--- src/rtl/lm_tracker_pkg.sv ---
// Shared constants, FSM state encoding and the output token format for lm_tracker.
package lm_tracker_pkg;

    localparam int LM_CAM_LEN = 256;
    localparam int LM_MAX_LEN = 255;
    localparam int LM_LEN_W   = 8;

    typedef enum logic [1:0] {
        ST_IDLE,
        ST_MATCH,
        ST_FLUSH
    } lm_state_e;

    typedef struct packed {
        logic [LM_CAM_LEN-1:0] vector;
        logic [LM_LEN_W-1:0]   length;
        logic                  last;
    } lm_token_t;

    function automatic lm_token_t mk_token(input logic [LM_CAM_LEN-1:0] vec,
                                           input logic [LM_LEN_W-1:0]   len,
                                           input logic                  last);
        lm_token_t t;
        t.vector = vec;
        t.length = len;
        t.last   = last;
        return t;
    endfunction

endpackage

--- src/rtl/lm_tracker_if.sv ---
// Byte-in / token-out handshake bundle between a CAM front end and the tracker.
interface lm_tracker_if #(
    parameter int CAM_LEN = lm_tracker_pkg::LM_CAM_LEN
);
    logic               in_valid;
    logic               in_ready;
    logic [CAM_LEN-1:0] cam_match;
    logic               in_last;
    logic               out_valid;
    logic               out_ready;
    logic [CAM_LEN-1:0] or_match_vector;
    logic [7:0]         lm_counter;
    logic               out_last;

    modport master (
        output in_valid, cam_match, in_last, out_ready,
        input  in_ready, out_valid, or_match_vector, lm_counter, out_last
    );

    modport slave (
        input  in_valid, cam_match, in_last, out_ready,
        output in_ready, out_valid, or_match_vector, lm_counter, out_last
    );
endinterface

--- src/rtl/lm_token_reg.sv ---
// One-entry output register: holds a token stable until the consumer takes it.
module lm_token_reg
    import lm_tracker_pkg::*;
(
    input  logic      clk,
    input  logic      rst_n,
    input  logic      load_valid_i,
    input  lm_token_t load_tok_i,
    output logic      load_ready_o,
    output logic      out_valid_o,
    input  logic      out_ready_i,
    output lm_token_t out_tok_o
);

    logic      valid_q;
    lm_token_t tok_q;

    // A consume and a new load can share one cycle, keeping the stream gapless.
    assign load_ready_o = !valid_q || out_ready_i;
    assign out_valid_o  = valid_q;
    assign out_tok_o    = tok_q;

    always_ff @(posedge clk or negedge rst_n) begin
        if (!rst_n) begin
            valid_q <= 1'b0;
            tok_q   <= '0;
        end else if (load_ready_o) begin
            valid_q <= load_valid_i;
            if (load_valid_i) begin
                tok_q <= load_tok_i;
            end
        end
    end

endmodule

--- src/rtl/lm_tracker.sv ---
// Longest-match run tracker: follows diagonal CAM hits byte by byte and emits
// (surviving vector, run length) tokens, or literal tokens when nothing matches.
module lm_tracker
    import lm_tracker_pkg::*;
#(
    parameter int CAM_LEN = LM_CAM_LEN,
    parameter int MAX_LEN = LM_MAX_LEN
) (
    input  logic         clk,
    input  logic         rst_n,
    lm_tracker_if.slave  bus
);

    localparam logic [7:0] MAX_L = 8'(MAX_LEN);

    lm_state_e          state_q, state_d;
    logic [CAM_LEN-1:0] r_q, r_d;
    logic [7:0]         l_q, l_d;
    lm_token_t          pend_q, pend_d;

    logic               ld_valid, ld_ready, out_valid;
    lm_token_t          ld_tok, out_tok;
    logic               accept, cm_hit, tail_valid;
    lm_token_t          tail_tok;
    logic [CAM_LEN-1:0] n_vec;

    function automatic logic [LM_CAM_LEN-1:0] widen(input logic [CAM_LEN-1:0] v);
        logic [LM_CAM_LEN-1:0] w;
        w = '0;
        w[CAM_LEN-1:0] = v;
        return w;
    endfunction

    assign bus.in_ready = (state_q != ST_FLUSH) && ld_ready;
    assign accept       = bus.in_valid && bus.in_ready;
    // The top bit shifts out and is lost; no wrap back to entry 0.
    assign n_vec        = (r_q << 1) & bus.cam_match;

    always_comb begin
        state_d    = state_q;
        r_d        = r_q;
        l_d        = l_q;
        pend_d     = pend_q;
        ld_valid   = 1'b0;
        ld_tok     = '0;
        cm_hit     = |bus.cam_match;
        tail_valid = 1'b0;
        tail_tok   = '0;

        case (state_q)
            ST_FLUSH: begin
                if (ld_ready) begin
                    ld_valid = 1'b1;
                    ld_tok   = pend_q;
                    pend_d   = '0;
                    state_d  = ST_IDLE;
                end
            end
            default: begin
                if (accept) begin
                    if (state_q == ST_MATCH && n_vec != '0 && l_q < MAX_L) begin
                        if (bus.in_last) begin
                            ld_valid = 1'b1;
                            ld_tok   = mk_token(widen(n_vec), l_q + 8'd1, 1'b1);
                            r_d      = '0;
                            l_d      = '0;
                            state_d  = ST_IDLE;
                        end else begin
                            r_d = n_vec;
                            l_d = l_q + 8'd1;
                        end
                    end else begin
                        // Token the restarting byte produces on its own, if any.
                        tail_valid = !cm_hit || bus.in_last;
                        tail_tok   = cm_hit ? mk_token(widen(bus.cam_match), 8'd1, 1'b1)
                                            : mk_token('0, 8'd0, bus.in_last);
                        if (state_q == ST_MATCH) begin
                            ld_valid = 1'b1;
                            ld_tok   = mk_token(widen(r_q), l_q, 1'b0);
                            if (tail_valid) begin
                                pend_d  = tail_tok;
                                r_d     = '0;
                                l_d     = '0;
                                state_d = ST_FLUSH;
                            end else begin
                                r_d     = bus.cam_match;
                                l_d     = 8'd1;
                                state_d = ST_MATCH;
                            end
                        end else if (tail_valid) begin
                            ld_valid = 1'b1;
                            ld_tok   = tail_tok;
                            r_d      = '0;
                            l_d      = '0;
                            state_d  = ST_IDLE;
                        end else begin
                            r_d     = bus.cam_match;
                            l_d     = 8'd1;
                            state_d = ST_MATCH;
                        end
                    end
                end
            end
        endcase
    end

    always_ff @(posedge clk or negedge rst_n) begin
        if (!rst_n) begin
            state_q <= ST_IDLE;
            r_q     <= '0;
            l_q     <= '0;
            pend_q  <= '0;
        end else begin
            state_q <= state_d;
            r_q     <= r_d;
            l_q     <= l_d;
            pend_q  <= pend_d;
        end
    end

    lm_token_reg u_token_reg (
        .clk          (clk),
        .rst_n        (rst_n),
        .load_valid_i (ld_valid),
        .load_tok_i   (ld_tok),
        .load_ready_o (ld_ready),
        .out_valid_o  (out_valid),
        .out_ready_i  (bus.out_ready),
        .out_tok_o    (out_tok)
    );

    assign bus.out_valid       = out_valid;
    assign bus.or_match_vector = out_tok.vector[CAM_LEN-1:0];
    assign bus.lm_counter      = out_tok.length;
    assign bus.out_last        = out_tok.last;

endmodule

--- src/flat_wrapper.sv ---
// flat-port wrapper written by rule: the top's interface ports become plain ports
module lm_tracker_flat import lm_tracker_pkg::*;
#(
    parameter int CAM_LEN = LM_CAM_LEN,
    parameter int MAX_LEN = LM_MAX_LEN
)
  (clk, rst_n, bus_in_valid, bus_cam_match, bus_in_last, bus_out_ready, bus_in_ready, bus_out_valid, bus_or_match_vector, bus_lm_counter, bus_out_last);
  lm_tracker_if #(.CAM_LEN(CAM_LEN)) bus_i ();
  input  logic clk;
  input  logic rst_n;
  input wire logic [$bits(bus_i.in_valid)-1:0] bus_in_valid;
  input wire logic [$bits(bus_i.cam_match)-1:0] bus_cam_match;
  input wire logic [$bits(bus_i.in_last)-1:0] bus_in_last;
  input wire logic [$bits(bus_i.out_ready)-1:0] bus_out_ready;
  output wire logic [$bits(bus_i.in_ready)-1:0] bus_in_ready;
  output wire logic [$bits(bus_i.out_valid)-1:0] bus_out_valid;
  output wire logic [$bits(bus_i.or_match_vector)-1:0] bus_or_match_vector;
  output wire logic [$bits(bus_i.lm_counter)-1:0] bus_lm_counter;
  output wire logic [$bits(bus_i.out_last)-1:0] bus_out_last;
  assign bus_i.in_valid = bus_in_valid;
  assign bus_i.cam_match = bus_cam_match;
  assign bus_i.in_last = bus_in_last;
  assign bus_i.out_ready = bus_out_ready;
  assign bus_in_ready = bus_i.in_ready;
  assign bus_out_valid = bus_i.out_valid;
  assign bus_or_match_vector = bus_i.or_match_vector;
  assign bus_lm_counter = bus_i.lm_counter;
  assign bus_out_last = bus_i.out_last;
  lm_tracker #(.CAM_LEN(CAM_LEN), .MAX_LEN(MAX_LEN)) u_core (.clk(clk), .rst_n(rst_n), .bus(bus_i));
endmodule
--- config.mk ---
export PLATFORM = sky130hd
export DESIGN_NAME = lm_tracker_flat
export DESIGN_NICKNAME = d
export VERILOG_FILES = /design/src/rtl/lm_tracker_pkg.sv /design/src/rtl/lm_tracker_if.sv /design/src/rtl/lm_token_reg.sv /design/src/rtl/lm_tracker.sv /design/src/flat_wrapper.sv
export SDC_FILE = /design/constraint.sdc
export NUM_CORES = 2
export LEC_CHECK = 0
export ABC_AREA = 1
export CAP_MARGIN = 40
export CORE_UTILIZATION = 40
export DETAILED_ROUTE_END_ITERATION = 8
export PLACE_DENSITY = 0.69
export SYNTH_ARGS = -nofsm -noshare
export SYNTH_HDL_FRONTEND = slang
export SYNTH_SLANG_ARGS = --single-unit
--- constraint.sdc ---
create_clock -name clk -period 4.4 [get_ports clk]
set_input_delay 0.44 -clock clk [delete_from_list [all_inputs] [get_ports clk]]
set_output_delay 0.44 -clock clk [all_outputs]
set_load 0.01 [all_outputs]
==> run summary <==
The length of the first detailed-routing pass in iterations came out at 6. In this run the clock root is driven by a sky130_fd_sc_hd__clkbuf_16. Timing would allow up to 0.280 GHz. The post-layout net count came out at 7742.

In this run the deepest clock path goes through 3 buffers. The first-pass GRT wire length is 263000 um. The core region is 113000 um2. The logic depth of the worst register-to-register path came out at 16.

Post-CTS timing repair inserted 0 buffers for setup. The startpoint of the lowest-slack hold path is bus_cam_match[215]. The count of unresolved DRC violations after routing is 0. The maximum fanout along the worst path is 169. The HPWL reported at the end of detailed placement is 101000 um. The relative slew slack came out at 0.410%. The multi-input combinational cells in the finished layout cover a total of 23300 um2. The reported max-cap violation count is 0. The endpoint arrival time on the critical path is 4170 ps. The number of hold violations in the final report came to 0.

The CTS sink count came out at 790. The number of warnings issued by yosys came out at 0. The final-layout setup total negative slack came out at 0 ps.

The clock latency on the worst-skew pair came out at 680 ps. The final route contains 48200 vias. The combined global-route utilization of all metal layers came out at 28.2%. The post-synthesis register bit count came out at 790. The remaining antenna violation count after routing is 0. The H-tree depth is 3. The library cells used most frequently in the layout, excluding fill and tap cells, are sky130_fd_sc_hd__nand2_1 (4105), sky130_fd_sc_hd__nand3_1 (823), sky130_fd_sc_hd__dfrtp_1 (790). The dominant cell type by count on the critical path is sky130_fd_sc_hd__nand2_1. After clock tree synthesis, the clock-pin slew on the worst setup and hold paths is 60 ps. The minimum clock period after layout came out at 3570 ps. Input and output buffers added on the ports amount to 527. The ratio of cells with drive above 1 in the final layout is 3.15%.

In this run the critical register-to-register path is launched from u_core.r_q[111]. The flow ran to the end, and the final reports show no timing, DRC or antenna violations. For hold timing, the worst endpoint is u_core.r_q[215]. The count of fill cells added during filler insertion is 11300. The netlist area before placement is 45900 um2. The number of library cell types mapped by synthesis came out at 21. The timing startpoint of the critical path is u_core.r_q[111].

For this block, the initial DRC count from the detailed router was 4928. The signal on the critical path passes through nand2_1 -> nand2_1 -> nor2_1 -> nand2_1 -> nor2_1 -> nand2_1 -> nor2_1 -> nand2_1 -> o21ai_4 -> nand2_4 -> buf_12 -> nand2_1 -> nand2_1 -> nand2_1 -> nand2_1 -> nand2_1. The mean area per synthesized cell came out at 6.34 um2.

The final clock skew came out at 30.1 ps. The synthesized instance count is 7243. At the pin with the least slew margin, the transition time is 1490 ps. The design draws 38.3 mW. The cell leakage power is 30.2 nW. The x dimension of the die came out at 341 um. The final number of setup-violating endpoints is 0. The full die area is 116000 um2. The destination of the worst register-to-register timing path is u_core.u_token_reg.out_tok_o[260].

The final weighted congestion in routability-driven placement came out at 0.861. The post-detailed-routing wire length is 167000 um. The height of the die is 341 um. The total power divided by cell area came out at 689 nW/um2. The library cell used most frequently in the layout, excluding fill and tap cells, is sky130_fd_sc_hd__nand2_1. The detail-routed via count per cell came out at 5.32. The number of pins exceeding their max-slew limit in the final report came out at 0. STA classifies the critical path endpoint as a register. The number of clock buffers inserted by TritonCTS came out at 93. The number of stages on the worst hold path is 3. The critical path is of the register to register type.

In this run the register-to-register setup slack is 830 ps. On the critical path the largest part of the delay comes from simple AND/OR/NAND/NOR gates. The largest incremental delay on the critical path is 420 ps.

The final critical-path share of the clock period came out at 81.1%. Together, buffers and inverters on the worst path number 1. The maximum resistive drop on vdd came out at 0.582 mV. The number of antenna violations at the first check in global routing came to 33. From synthesis to final layout, the design area changed by 21.0%. The site row count came out at 123. In the final layout, flip-flops and latches occupy 19800 um2.

Pin placement for this block handled 528 I/O pins. STA classifies the critical path startpoint as a register. The synthesized netlist net count came out at 7507. The library cell contributing the largest single delay on the critical path is sky130_fd_sc_hd__dfrtp_1.

Sequential elements use 43.0% of the synthesized area. Setup repair after global routing left no endpoint under its margin. Entering global routing, the biggest net connects 228 pins. TritonCTS built the clock tree.

The initial core utilization is 40.6%. The detailed-route wire length per cell came out at 18.4 um. The remaining global-route overflow came out at 0.

The via count of the first global-routing pass is 45800. The required time of the critical path is 5000 ps. The worst hold path belongs to the class primary input to register. The post-CTS resize count came out at 0.
## power breakdown
| part | internal, mW | switching [mW] | leakage (nW) | total, mW |
|---|---|---|---|---|
| sequential | 10.2 | 2.62 | 10.4 | 12.9 |
| combinational | 6.12 | 11.3 | 18.2 | 17.4 |
| clock | 4.76 | 3.30 | 1.55 | 8.06 |
## worst max-delay path by stage
stage / endpoint / depth (start not counted)
after floorplan: u_core.u_token_reg.out_tok_o[242] / 13
after global placement: u_core.u_token_reg.out_tok_o[129] / 14
after detailed placement: u_core.pend_q[195] / 12
after CTS: u_core.r_q[17] / 15
after global routing: u_core.r_q[185] / 15
final: u_core.u_token_reg.out_tok_o[260] / 16
## metal layers
layer,vias to the layer above,GRT usage (%),routed length (um)
li1,23100,-,-
met1,22900,38.0,71200
met2,1974,45.0,77000
met3,284,5.70,14000
met4,26,10.1,4470
met5,-,0,172
## Yosys cell counts, drive strengths merged
| cell | n | area, um2 |
|---|---|---|
| a21oi | 2 | 10.0 |
| buf | 141 | 694 |
| clkbuf | 317 | 1190 |
| dfrtp | 790 | 19800 |
| ha | 3 | 37.5 |
| inv | 284 | 1070 |
| nand2 | 4110 | 15400 |
| nand3 | 826 | 4140 |
| nand4 | 6 | 37.5 |
| nor2 | 223 | 837 |
| nor3 | 3 | 15.0 |
| o21ai | 532 | 2670 |
| o22ai | 2 | 12.5 |
| o31ai | 2 | 15.0 |
| xor2 | 2 | 17.5 |
## flip-flops by register name, indices dropped and copies added, names as in the netlist
| register | flops |
|---|---|
| u_core.u_token_reg.out_tok_o | 265 |
| u_core.u_token_reg.out_valid_o | 1 |
| u_core.r_q | 256 |
| u_core.l_q | 8 |
| u_core.state_q | 2 |
| u_core.pend_q | 258 |
## repair_timing
| item | 4_1_cts | 5_1_grt |
|---|---|---|
| endpoints found under the setup margin | 0 | 0 |
| endpoints found under the hold margin | 72 | 0 |
| hold buffers | 1 | 0 |
## cells by family after synthesis
kind of cell / share of synthesized area (%)
AOI/OAI and AO/OA: 5.89
xor gates and xnor gates: 0.0381
adders and majority gates: 0.0817
buffers and inverters: 6.42
DFF: 43.0
and+or+nand+nor: 44.5
## metrics by stage
step	std cells	setup WS [ps]	hold WS, ps	instance area, um2	utilization [%]
after global routing	9071	783	376	55600	49.1
after global placement	8876	559	455	52200	46.2
final	9075	832	398	55600	49.1
after floorplan	7243	2180	144	45900	-
after CTS	9054	1070	341	55500	49.1
after detailed placement	8882	528	459	52400	46.3
## tightest hold or removal path, delay by kind of cell
family / cells / cell delay (ps)
buffers and inverters: 1 / 450
AND/OR/NAND/NOR: 2 / 150
## layout make-up
cell class	instances	area share, %
inverters	284	1.93
clock inverters	34	0.684
multi-input cells	5711	42.0
well taps	1500	3.38
flip-flops and latches	790	35.6
clock buffers	137	4.98
repair buffers	598	11.4
diodes	21	0.0946
(Power assumes the default switching activity.)
